File: config.mk
export PLATFORM = sky130hd
export DESIGN_NAME = gpio_pin_allocator_flat
export DESIGN_NICKNAME = d
export VERILOG_FILES = /design/src/rtl/pio_pkg.sv /design/src/rtl/gpio_pin_allocator_if.sv /design/src/rtl/rr_arbiter_4.sv /design/src/rtl/gpio_pin_allocator.sv /design/src/flat_wrapper.sv
export SDC_FILE = /design/constraint.sdc
export NUM_CORES = 1
export LEC_CHECK = 0
export BUFFER_PORTS_ARGS = -buffer_cell sky130_fd_sc_hd__buf_4
export CAP_MARGIN = 20
export CORE_MARGIN = 8
export CORE_UTILIZATION = 50
export DETAILED_ROUTE_END_ITERATION = 10
export PLACE_DENSITY = 0.72
export RECOVER_POWER = 50
export SKIP_CTS_REPAIR_TIMING = 1
export SLEW_MARGIN = 25
export SYNTH_ARGS = -nofsm -noshare
export SYNTH_HDL_FRONTEND = slang
export SYNTH_SLANG_ARGS = --single-unit
File: constraint.sdc
create_clock -name clk -period 4.1 [get_ports clk]
set_clock_uncertainty 0.2 [all_clocks]
set_input_delay 0.41 -clock clk [delete_from_list [all_inputs] [get_ports clk]]
set_output_delay 0.41 -clock clk [all_outputs]
set_load 0.01 [all_outputs]
File: src/rtl/pio_pkg.sv
// Shared constants and types for the GPIO pin allocator.
package pio_pkg;

  localparam int unsigned NUM_CORES  = 4;
  localparam int unsigned NUM_PINS   = 32;
  localparam int unsigned CORE_IDX_W = 2;
  localparam int unsigned PIN_IDX_W  = 5;

  typedef enum logic [1:0] {
    OP_CLAIM       = 2'b00,
    OP_RELEASE     = 2'b01,
    OP_RELEASE_ALL = 2'b10,
    OP_QUERY       = 2'b11
  } op_e;

  typedef enum logic {
    IDLE   = 1'b0,
    COMMIT = 1'b1
  } state_e;

endpackage

File: src/rtl/gpio_pin_allocator_if.sv
// Request/response bus between the PIO cores and the pin allocator, plus the ownership table outputs.
interface gpio_pin_allocator_if;
  import pio_pkg::*;

  logic [NUM_CORES-1:0]   req_valid;
  logic [2*NUM_CORES-1:0] req_op;
  logic [5*NUM_CORES-1:0] req_pin;
  logic [NUM_CORES-1:0]   resp_valid;
  logic [NUM_CORES-1:0]   resp_ok;
  logic [2*NUM_PINS-1:0]  core_select;
  logic [NUM_PINS-1:0]    pin_owned;

  modport master (
    output req_valid, req_op, req_pin,
    input  resp_valid, resp_ok, core_select, pin_owned
  );

  modport slave (
    input  req_valid, req_op, req_pin,
    output resp_valid, resp_ok, core_select, pin_owned
  );

endinterface

File: src/rtl/rr_arbiter_4.sv
// Combinational 4-way round-robin pick; search starts at rr_ptr and wraps 3->0.
module rr_arbiter_4 (
  input  logic [3:0] eligible,
  input  logic [1:0] rr_ptr,
  output logic [3:0] grant_oh,
  output logic [1:0] grant_idx
);

  logic       found;
  logic [1:0] idx;

  always_comb begin
    grant_oh  = '0;
    grant_idx = '0;
    found     = 1'b0;
    idx       = '0;
    for (int unsigned i = 0; i < 4; i++) begin
      idx = rr_ptr + i[1:0];
      if (!found && eligible[idx]) begin
        found         = 1'b1;
        grant_oh[idx] = 1'b1;
        grant_idx     = idx;
      end
    end
  end

endmodule

File: src/rtl/gpio_pin_allocator.sv
// Per-pin core ownership table: arbitrates core requests round-robin and commits one op every two cycles.
module gpio_pin_allocator
  import pio_pkg::*;
(
  input logic                 clk,
  input logic                 rst,
  gpio_pin_allocator_if.slave bus
);

  state_e                state_q, state_d;
  logic [1:0]            rr_ptr_q, rr_ptr_d;
  logic [CORE_IDX_W-1:0] grant_q, grant_d;
  op_e                   op_q, op_d;
  logic [PIN_IDX_W-1:0]  pin_q, pin_d;
  logic [2*NUM_PINS-1:0] owner_q, owner_d;
  logic [NUM_PINS-1:0]   owned_q, owned_d;
  logic [NUM_CORES-1:0]  resp_valid_q, resp_valid_d;
  logic [NUM_CORES-1:0]  resp_ok_q, resp_ok_d;

  logic [NUM_CORES-1:0]  eligible;
  logic [3:0]            grant_oh;
  logic [1:0]            grant_idx;
  logic [1:0]            cur_owner;
  logic                  owned_by_g;
  logic                  ok;

  // A core's valid may still be high during its own response pulse; do not re-grant it then.
  assign eligible = bus.req_valid & ~resp_valid_q;

  rr_arbiter_4 u_arb (
    .eligible  (eligible),
    .rr_ptr    (rr_ptr_q),
    .grant_oh  (grant_oh),
    .grant_idx (grant_idx)
  );

  always_comb begin
    state_d      = state_q;
    rr_ptr_d     = rr_ptr_q;
    grant_d      = grant_q;
    op_d         = op_q;
    pin_d        = pin_q;
    owner_d      = owner_q;
    owned_d      = owned_q;
    resp_valid_d = '0;
    resp_ok_d    = '0;
    ok           = 1'b0;
    cur_owner    = owner_q[{pin_q, 1'b0} +: 2];
    owned_by_g   = owned_q[pin_q] && (cur_owner == grant_q);

    case (state_q)
      IDLE: begin
        if (|grant_oh) begin
          grant_d  = grant_idx;
          op_d     = op_e'(bus.req_op[{grant_idx, 1'b0} +: 2]);
          pin_d    = bus.req_pin[5'(grant_idx) * 5'd5 +: 5];
          rr_ptr_d = grant_idx + 2'd1;
          state_d  = COMMIT;
        end
      end
      COMMIT: begin
        case (op_q)
          OP_CLAIM: begin
            if (!owned_q[pin_q] || owned_by_g) begin
              owned_d[pin_q]                = 1'b1;
              owner_d[{pin_q, 1'b0} +: 2]   = grant_q;
              ok                            = 1'b1;
            end
          end
          OP_RELEASE: begin
            if (owned_by_g) begin
              owned_d[pin_q]                = 1'b0;
              owner_d[{pin_q, 1'b0} +: 2]   = '0;
              ok                            = 1'b1;
            end
          end
          OP_RELEASE_ALL: begin
            for (int unsigned p = 0; p < NUM_PINS; p++) begin
              if (owned_q[p[4:0]] && (owner_q[{p[4:0], 1'b0} +: 2] == grant_q)) begin
                owned_d[p[4:0]]                = 1'b0;
                owner_d[{p[4:0], 1'b0} +: 2]   = '0;
              end
            end
            ok = 1'b1;
          end
          default: ok = owned_by_g;
        endcase
        resp_valid_d[grant_q] = 1'b1;
        resp_ok_d[grant_q]    = ok;
        state_d               = IDLE;
      end
      default: state_d = IDLE;
    endcase
  end

  always_ff @(posedge clk or posedge rst) begin
    if (rst) begin
      state_q      <= IDLE;
      rr_ptr_q     <= '0;
      grant_q      <= '0;
      op_q         <= OP_CLAIM;
      pin_q        <= '0;
      owner_q      <= '0;
      owned_q      <= '0;
      resp_valid_q <= '0;
      resp_ok_q    <= '0;
    end else begin
      state_q      <= state_d;
      rr_ptr_q     <= rr_ptr_d;
      grant_q      <= grant_d;
      op_q         <= op_d;
      pin_q        <= pin_d;
      owner_q      <= owner_d;
      owned_q      <= owned_d;
      resp_valid_q <= resp_valid_d;
      resp_ok_q    <= resp_ok_d;
    end
  end

  assign bus.resp_valid  = resp_valid_q;
  assign bus.resp_ok     = resp_ok_q;
  assign bus.core_select = owner_q;
  assign bus.pin_owned   = owned_q;

endmodule

File: src/flat_wrapper.sv
// flat-port wrapper written by rule: the top's interface ports become plain ports
module gpio_pin_allocator_flat import pio_pkg::*;
  (clk, rst, bus_req_valid, bus_req_op, bus_req_pin, bus_resp_valid, bus_resp_ok, bus_core_select, bus_pin_owned);
  gpio_pin_allocator_if bus_i ();
  input logic clk;
  input logic rst;
  input wire logic [$bits(bus_i.req_valid)-1:0] bus_req_valid;
  input wire logic [$bits(bus_i.req_op)-1:0] bus_req_op;
  input wire logic [$bits(bus_i.req_pin)-1:0] bus_req_pin;
  output wire logic [$bits(bus_i.resp_valid)-1:0] bus_resp_valid;
  output wire logic [$bits(bus_i.resp_ok)-1:0] bus_resp_ok;
  output wire logic [$bits(bus_i.core_select)-1:0] bus_core_select;
  output wire logic [$bits(bus_i.pin_owned)-1:0] bus_pin_owned;
  assign bus_i.req_valid = bus_req_valid;
  assign bus_i.req_op = bus_req_op;
  assign bus_i.req_pin = bus_req_pin;
  assign bus_resp_valid = bus_i.resp_valid;
  assign bus_resp_ok = bus_i.resp_ok;
  assign bus_core_select = bus_i.core_select;
  assign bus_pin_owned = bus_i.pin_owned;
  gpio_pin_allocator u_core (.clk(clk), .rst(rst), .bus(bus_i));
endmodule
==> results of run 1 <==
## area by class of cell
type | instances | share of cell area
Multi-Input combinational cell | 768 | 0.5098
Tap cell | 220 | 0.02714
Sequential cell | 116 | 0.2870
Clock inverter | 10 | 0.01283
Clock buffer | 22 | 0.04577
Timing Repair Buffer | 192 | 0.1130
Inverter | 11 | 0.004442
## layout by cell type (no fill, tap or decap), drive strengths merged, types with 6 or more instances in the layout
cell type / Yosys / layout
a21oi: 69 / 69
a2bb2oi: 10 / 10
a31oi: 34 / 34
buf: 21 / 105
clkbuf: 51 / 108
clkinv: 1 / 6
dfrtp: 116 / 116
ha: 19 / 19
inv: 10 / 9
mux2: 20 / 20
mux2i: 45 / 45
mux4: 11 / 11
nand2: 93 / 93
nand2b: 15 / 15
nand3: 38 / 38
nand3b: 13 / 13
nand4: 6 / 6
nor2: 35 / 35
nor2b: 11 / 11
nor3: 32 / 32
nor4: 15 / 15
o21ai: 116 / 116
o22ai: 6 / 6
o31ai: 20 / 20
o41ai: 28 / 28
or3: 13 / 13
or4: 9 / 9
xnor2: 66 / 66
## report_power, final
part	internal (mW)	leakage [nW]	switching (mW)
clock	0.982	0.290	0.563
sequential	1.40	1.58	0.433
combinational	1.98	2.16	3.77
total	4.36	4.03	4.77
## logic make-up (layout without fill, tap and decap cells)
kind of cell | after synthesis | count (layout)
buffers and inverters | 83 | 235
DFF | 116 | 116
AOI/OAI and AO/OA | 306 | 306
and+or+nand+nor | 299 | 299
adders and majority gates | 19 | 19
muxes | 76 | 76
xor gates and xnor gates | 68 | 68
## worst paths after layout
check | from | endpoint | slack [ns]
setup / recovery | u_core.pin_q[0]$_DFFE_PP0P_ | flop | 0.13
hold / removal | bus_req_pin[12] | u_core.pin_q[2]$_DFFE_PP0P_ | 0.22
setup reg to reg | u_core.pin_q[0]$_DFFE_PP0P_ | flop | 0.13
hold reg to reg | u_core.bus.pin_owned[7]$_DFFE_PP0P_ | u_core.bus.pin_owned[7]$_DFFE_PP0P_ | 0.39
max in group asynchronous | rst | u_core.pin_q[0]$_DFFE_PP0P_ | 1.74
min in group asynchronous | rst | asynchronous set/reset pin | 0.85
## per-stage QoR
step,worst slack (ns),utilization,area (sq um),hold slack (ns),power (mW)
6_report,0.1273,0.6159,10140,0.2217,9.128
5_1_grt,0.0007954,0.6159,10140,0.2446,9.482
4_1_cts,0.05251,0.6335,10430,0.06240,9.023
3_5_place_dp,0.1021,0.5974,9837,0.3740,7.456
3_3_place_gp,0.1963,0.5974,9837,0.3709,7.415
2_1_floorplan,0.4176,-,8382,0.3606,5.333
## routing by layer
metal / up-vias / track usage / part of all wire
li1: 3878 / - / -
met1: 4383 / 0.4264 / 0.40
met2: 717 / 0.4921 / 0.45
met3: 107 / 0.08209 / 0.12
met4: 0 / 0.1374 / 0.037
met5: - / 0 / 0
## critical path, stage by stage, from the launching register on
cell and delay (ns):
dfrtp_4 0.61, buf_4 0.32, mux4_2 0.34, a22o_1 0.25, a221oi_1 0.20, o311ai_0 0.22, xor2_1 0.24, o32a_2 0.50
or4_4 0.59, o41ai_1 0.37
==> metrics.yaml, run 1 <==
timing:
  final-max-slew-violation-count: 81
  fin_crit_ns: 3.973
  setup_tns_ns: 0
  setup_viol_count_final: 0
  worst_pin_slew_ns: 1.750
  relSlewSlack: -0.1693
  timing.final.crit_share: 0.9690
  hold_viol: 0
  max_freq_ghz: 0.2517
  rsz0062_at_grt: "false"
yosys:
  ys_ff_latch: 116
  ys.flop_type: "dfrtp_1"
  postSynthAreaPerCell_sq_um: 8.668
  synth_enable_flop_cells: 0
  synth-simple-area-share: 0.1805
  synth_common_cells: "dfrtp_1, o21ai_0, nand2_1, a21oi_1, xnor2_1"
  synth-compound-area-share: 0.2227
  synth.area.mux_share: 0.1102
  synth_top_family_by_area: "compound AO/OA/AOI/OAI gates"
  post-synth-top-area-cell: "dfrtp_1"
  yosysMostFrequentCell: "dfrtp_1"
  synth_adder_area_share: 0.02836
  netlist_top_cells_area: "dfrtp_1, xnor2_1, o21ai_0"
  synth_area_sq_mm: 0.008382
  ys_warn_count: 0
  syn_inst: 967
  ys_seq_area_frac: 0.3463
  synth_nets: 1020
  synthXorXnorAreaFrac: 0.07106
  yosysTopAreaCellShare: 0.3463
  ys_types: 56
  async_reset_ff_frac: 1.000
placed_design:
  hpwlAfterDp_microns: 25000
  globalplace.congestion: 1.013
  port_buffers: 137
  dp_cells: 1306
clock_tree:
  cts.sinks: 116
  clock_path_buffers: 2
  cts-root-buf: "clkbuf_16"
  cts_made_buffers: 17
  cts_tree: "done"
  htree_num_levels: 4
  clkTransAtPathRegs_ns: 0.06
  insertion_delay_ns: 0.43
layout:
  regArea_sq_mm: 0.002910
  multiInputGateArea_sq_mm: 0.005170
  diodes: 0
  layout.nets: 1159
  syn_to_final_growth_pct: 20.99
  final_layout_size_suffix_gt1_frac: 0.1618
  fill_cells: 1527
  fin_cells: 1339
flow_run:
  maxCapViolations: 1
global_route:
  grt_usage: 0.3225
  overflow: 0
  grt_pass1_wl_microns: 53080
  grt_pass1_vias: 8569
  grt_max_degree: 81
  antenna_found_initial: 0
die:
  ios: 138
  die_h_microns: 145.5
  die-area_sq_mm: 0.02116
  die_w_microns: 145.5
  start_util: 0.5090
  coreArea_sq_mm: 0.01647
  num_rows: 47
worst_setup_path:
  crit_path_max_fanout: 15
  reg2regPathDepth: 9
  worstPathRequired_ns: 4.20
  crit_path_end_kind: "flop"
  crit_type: "reg -> reg"
  cp.arrival_ns: 4.08
  worstSetupStartpointType: "flop"
routing:
  ant_nets: 0
  routedWlPerCell_microns: 26.31
  totalWireLength_microns: 35230
  drc: 0
  avgViaCountPerCell: 6.785
  initialDrtViolationCount: 1428
  vias: 9085
  firstDrtPassIters: 5
min_path:
  min_path_type: "in -> reg"
  min_delay_path_depth: 4
power_and_ir_drop:
  peakVddDrop_uv: 446.9
  power_density_mw_per_mm2: 900.1
  p_leak_nw: 4.032
outcome:
  status: "finished with violations"
  violations: "capacitance limit, slew limit"
Power figures use the tool's default switching activity.
==> inputs of run 2 (changes only) <==
--- a/config.mk
+++ b/config.mk
@@ -5,7 +5,7 @@
 export SDC_FILE = /design/constraint.sdc
 export NUM_CORES = 1
 export LEC_CHECK = 0
-export BUFFER_PORTS_ARGS = -buffer_cell sky130_fd_sc_hd__buf_4
+export BUFFER_PORTS_ARGS = -buffer_cell sky130_fd_sc_hd__buf_2
 export CAP_MARGIN = 20
 export CORE_MARGIN = 8
 export CORE_UTILIZATION = 50
@@ -13,6 +13,7 @@
 export PLACE_DENSITY = 0.72
 export RECOVER_POWER = 50
 export SKIP_CTS_REPAIR_TIMING = 1
+export SKIP_LAST_GASP = 1
 export SLEW_MARGIN = 25
 export SYNTH_ARGS = -nofsm -noshare
 export SYNTH_HDL_FRONTEND = slang
==> run 2 against run 1 <==
Against the previous run:
- the flow still finishes with violations (capacitance limit, slew limit)
- hold slack gained 0.0099 ns
- final cell count grew 0.75%
- global-route usage up 1.1 points
- setup slack gained 0.0064 ns
- largest cell class unchanged
- combinational power is 2% higher
- die area is the same
- utilization increased by 0.22 points
==> metrics.yaml, run 2 (same netlist as run 1, synthesis figures left out) <==
worst_setup_path:
  reg2reg_slack_ns: 0.13  # about the same
  cp_num_buf_inv: 1  # unchanged
  worstSetupStartpointType: "flop"
  crit_path_end_kind: "flop"
  slowest_delay_ns: 0.76  # +0.15 ns
  crit_path_max_fanout: 20  # +5
  path_cells: "buf_4 -> and3b_1 -> a221oi_1 -> o311ai_0 -> xor2_1 -> o32a_2 -> or4_1 -> o31ai_1"
  cp.arrival_ns: 4.09  # about the same
  crit_slowest_cell: "dfrtp_1"
  crit_type: "reg -> reg"
  worstPathRequired_ns: 4.23  # +0.03 ns
  reg2regPathDepth: 8  # -1
  worstReg2RegStart: "u_core.pin_q[3]$_DFFE_PP0P_"
  path_delay_family: "compound AO/OA/AOI/OAI gates"
layout:
  syn_to_final_growth_pct: 21.42
  final_cell_mix: "dfrtp_1, o21ai_0, nand2_1, buf_2, a21oi_1"
  final_common_cell: "dfrtp_1"
  layout.nets: 1169  # +0.86%
  final_layout_size_suffix_gt1_frac: 0.1966  # +0.03488
  diodes: 0  # unchanged
  fin_cells: 1349  # +0.75%
die:
  coreArea_sq_mm: 0.01647  # unchanged
  ios: 138  # unchanged
  num_rows: 47  # unchanged
  die_w_microns: 145.5  # unchanged
  start_util: 0.5090  # unchanged
  die-area_sq_mm: 0.02116  # unchanged
  die_h_microns: 145.5  # unchanged
timing:
  rsz0062_at_grt: "false"
  setup_viol_count_final: 0  # unchanged
  max_freq_ghz: 0.2521  # +0.16%
  final-max-slew-violation-count: 72  # -11%
  timing.final.crit_share: 0.9674  # -0.001552
  fin_crit_ns: 3.966  # -0.006362 ns
  hold_viol: 0  # unchanged
  relSlewSlack: -0.8687  # -0.6994
  setup_tns_ns: 0  # unchanged
  worst_pin_slew_ns: 2.803  # +1.053 ns
power_and_ir_drop:
  peakVddDrop_uv: 428.4  # -4.1%
  p_leak_nw: 4.237  # +5.1%
  power_density_mw_per_mm2: 927.1  # +3.0%
routing:
  drc: 0  # unchanged
  route.met2.wl_microns: 15270  # -3.0%
  wl_met3_microns: 4724  # +12%
  routedWlPerCell_microns: 26.52  # +0.78%
  avgViaCountPerCell: 6.781  # about the same
  firstDrtPassIters: 7  # +2
  vias: 9147  # +0.68%
  wl_met1_microns: 13870  # -0.59%
  ant_nets: 0  # unchanged
  totalWireLength_microns: 35770  # +1.5%
  initialDrtViolationCount: 1346  # -5.7%
  top_layer: "met5"
clock_tree:
  clkTransAtPathRegs_ns: 0.05  # about the same
  htree_num_levels: 4  # unchanged
  clock_path_buffers: 2  # unchanged
  cts_tree: "done"
  cts-root-buf: "clkbuf_16"
  cts.sinks: 116  # unchanged
  insertion_delay_ns: 0.44  # about the same
  cts_made_buffers: 17  # unchanged
placed_design:
  globalplace.congestion: 0.9989  # -1.4%
  port_buffers: 137  # unchanged
  dp_cells: 1309  # +0.23%
  hpwlAfterDp_microns: 25480  # +1.9%
global_route:
  grt_usage: 0.3340  # +0.01149
  antenna_found_initial: 2  # +2
  grt_pass1_wl_microns: 54530  # +2.7%
  grt_pass1_vias: 8774  # +2.4%
  overflow: 0  # unchanged
  grt_max_degree: 72  # -11%
flow_run:
  maxCapViolations: 1  # unchanged
min_path:
  hold_start: "bus_req_op[6]"
  min_delay_path_depth: 4  # unchanged
  hold_path_end: "u_core.op_q[0]$_DFFE_PP0P_"
  min_path_type: "in -> reg"
outcome:
  violations: "capacitance limit, slew limit"
  status: "finished with violations"
run 2: worst max path at each step:
stage                                 from                         end  slack [ns]  cells after the start
2_1_floorplan                          rst  asynchronous set/reset pin        0.42                      1
3_3_place_gp   u_core.pin_q[1]$_DFFE_PP0P_                        flop        0.19                      8
3_5_place_dp   u_core.pin_q[0]$_DFFE_PP0P_                        flop        0.08                      9
4_1_cts        u_core.pin_q[0]$_DFFE_PP0P_                        flop        0.07                      9
5_1_grt        u_core.pin_q[3]$_DFFE_PP0P_                        flop       0.008                      8
6_report       u_core.pin_q[3]$_DFFE_PP0P_                        flop        0.13                      8
run 2: per-layer routing:
metal	global-route usage	vias up
met3	0.1126	156
met2	0.4874	748
li1	-	3915
met4	0.1754	4
met1	0.4307	4324
met5	0	-
run 2: tightest hold or removal path, cell delays in order:
cell,delay [ns]
buf_2,0.10
mux2i_1,0.10
mux2_2,0.16
mux2i_1,0.05
run 2: power breakdown:
group	internal (mW)	switching (mW)	leakage, nW	total (mW)
Combinational	2.05	3.84	2.35	5.88
Clock	1.15	0.556	0.312	1.71
Sequential	1.39	0.449	1.58	1.84
Total	4.59	4.84	4.24	9.44
run 2: final cells by class:
cell class	instances	area (sq um)
fill	1472	6289
multi-input combinational	768	5164
sequential	116	2909
timing repair buffer	202	1130
clock buffer	23	457.9
tap	220	275.3
clock inverter	9	200.2
inverter	11	41.29
run 2: per-stage QoR:
stage / total power, mW / setup WS, ns / area [sq um] / util / hold WS (ns)
floorplan: 5.333 / 0.4176 / 8382 / - / 0.3606
global placement: 7.362 / 0.1870 / 9513 / 0.5777 / 0.3651
detailed placement: 7.400 / 0.07720 / 9513 / 0.5777 / 0.3620
CTS: 9.145 / 0.07119 / 10170 / 0.6177 / 0.02385
global route: 9.833 / 0.008443 / 10180 / 0.6181 / 0.2582
finish: 9.435 / 0.1337 / 10180 / 0.6181 / 0.2316
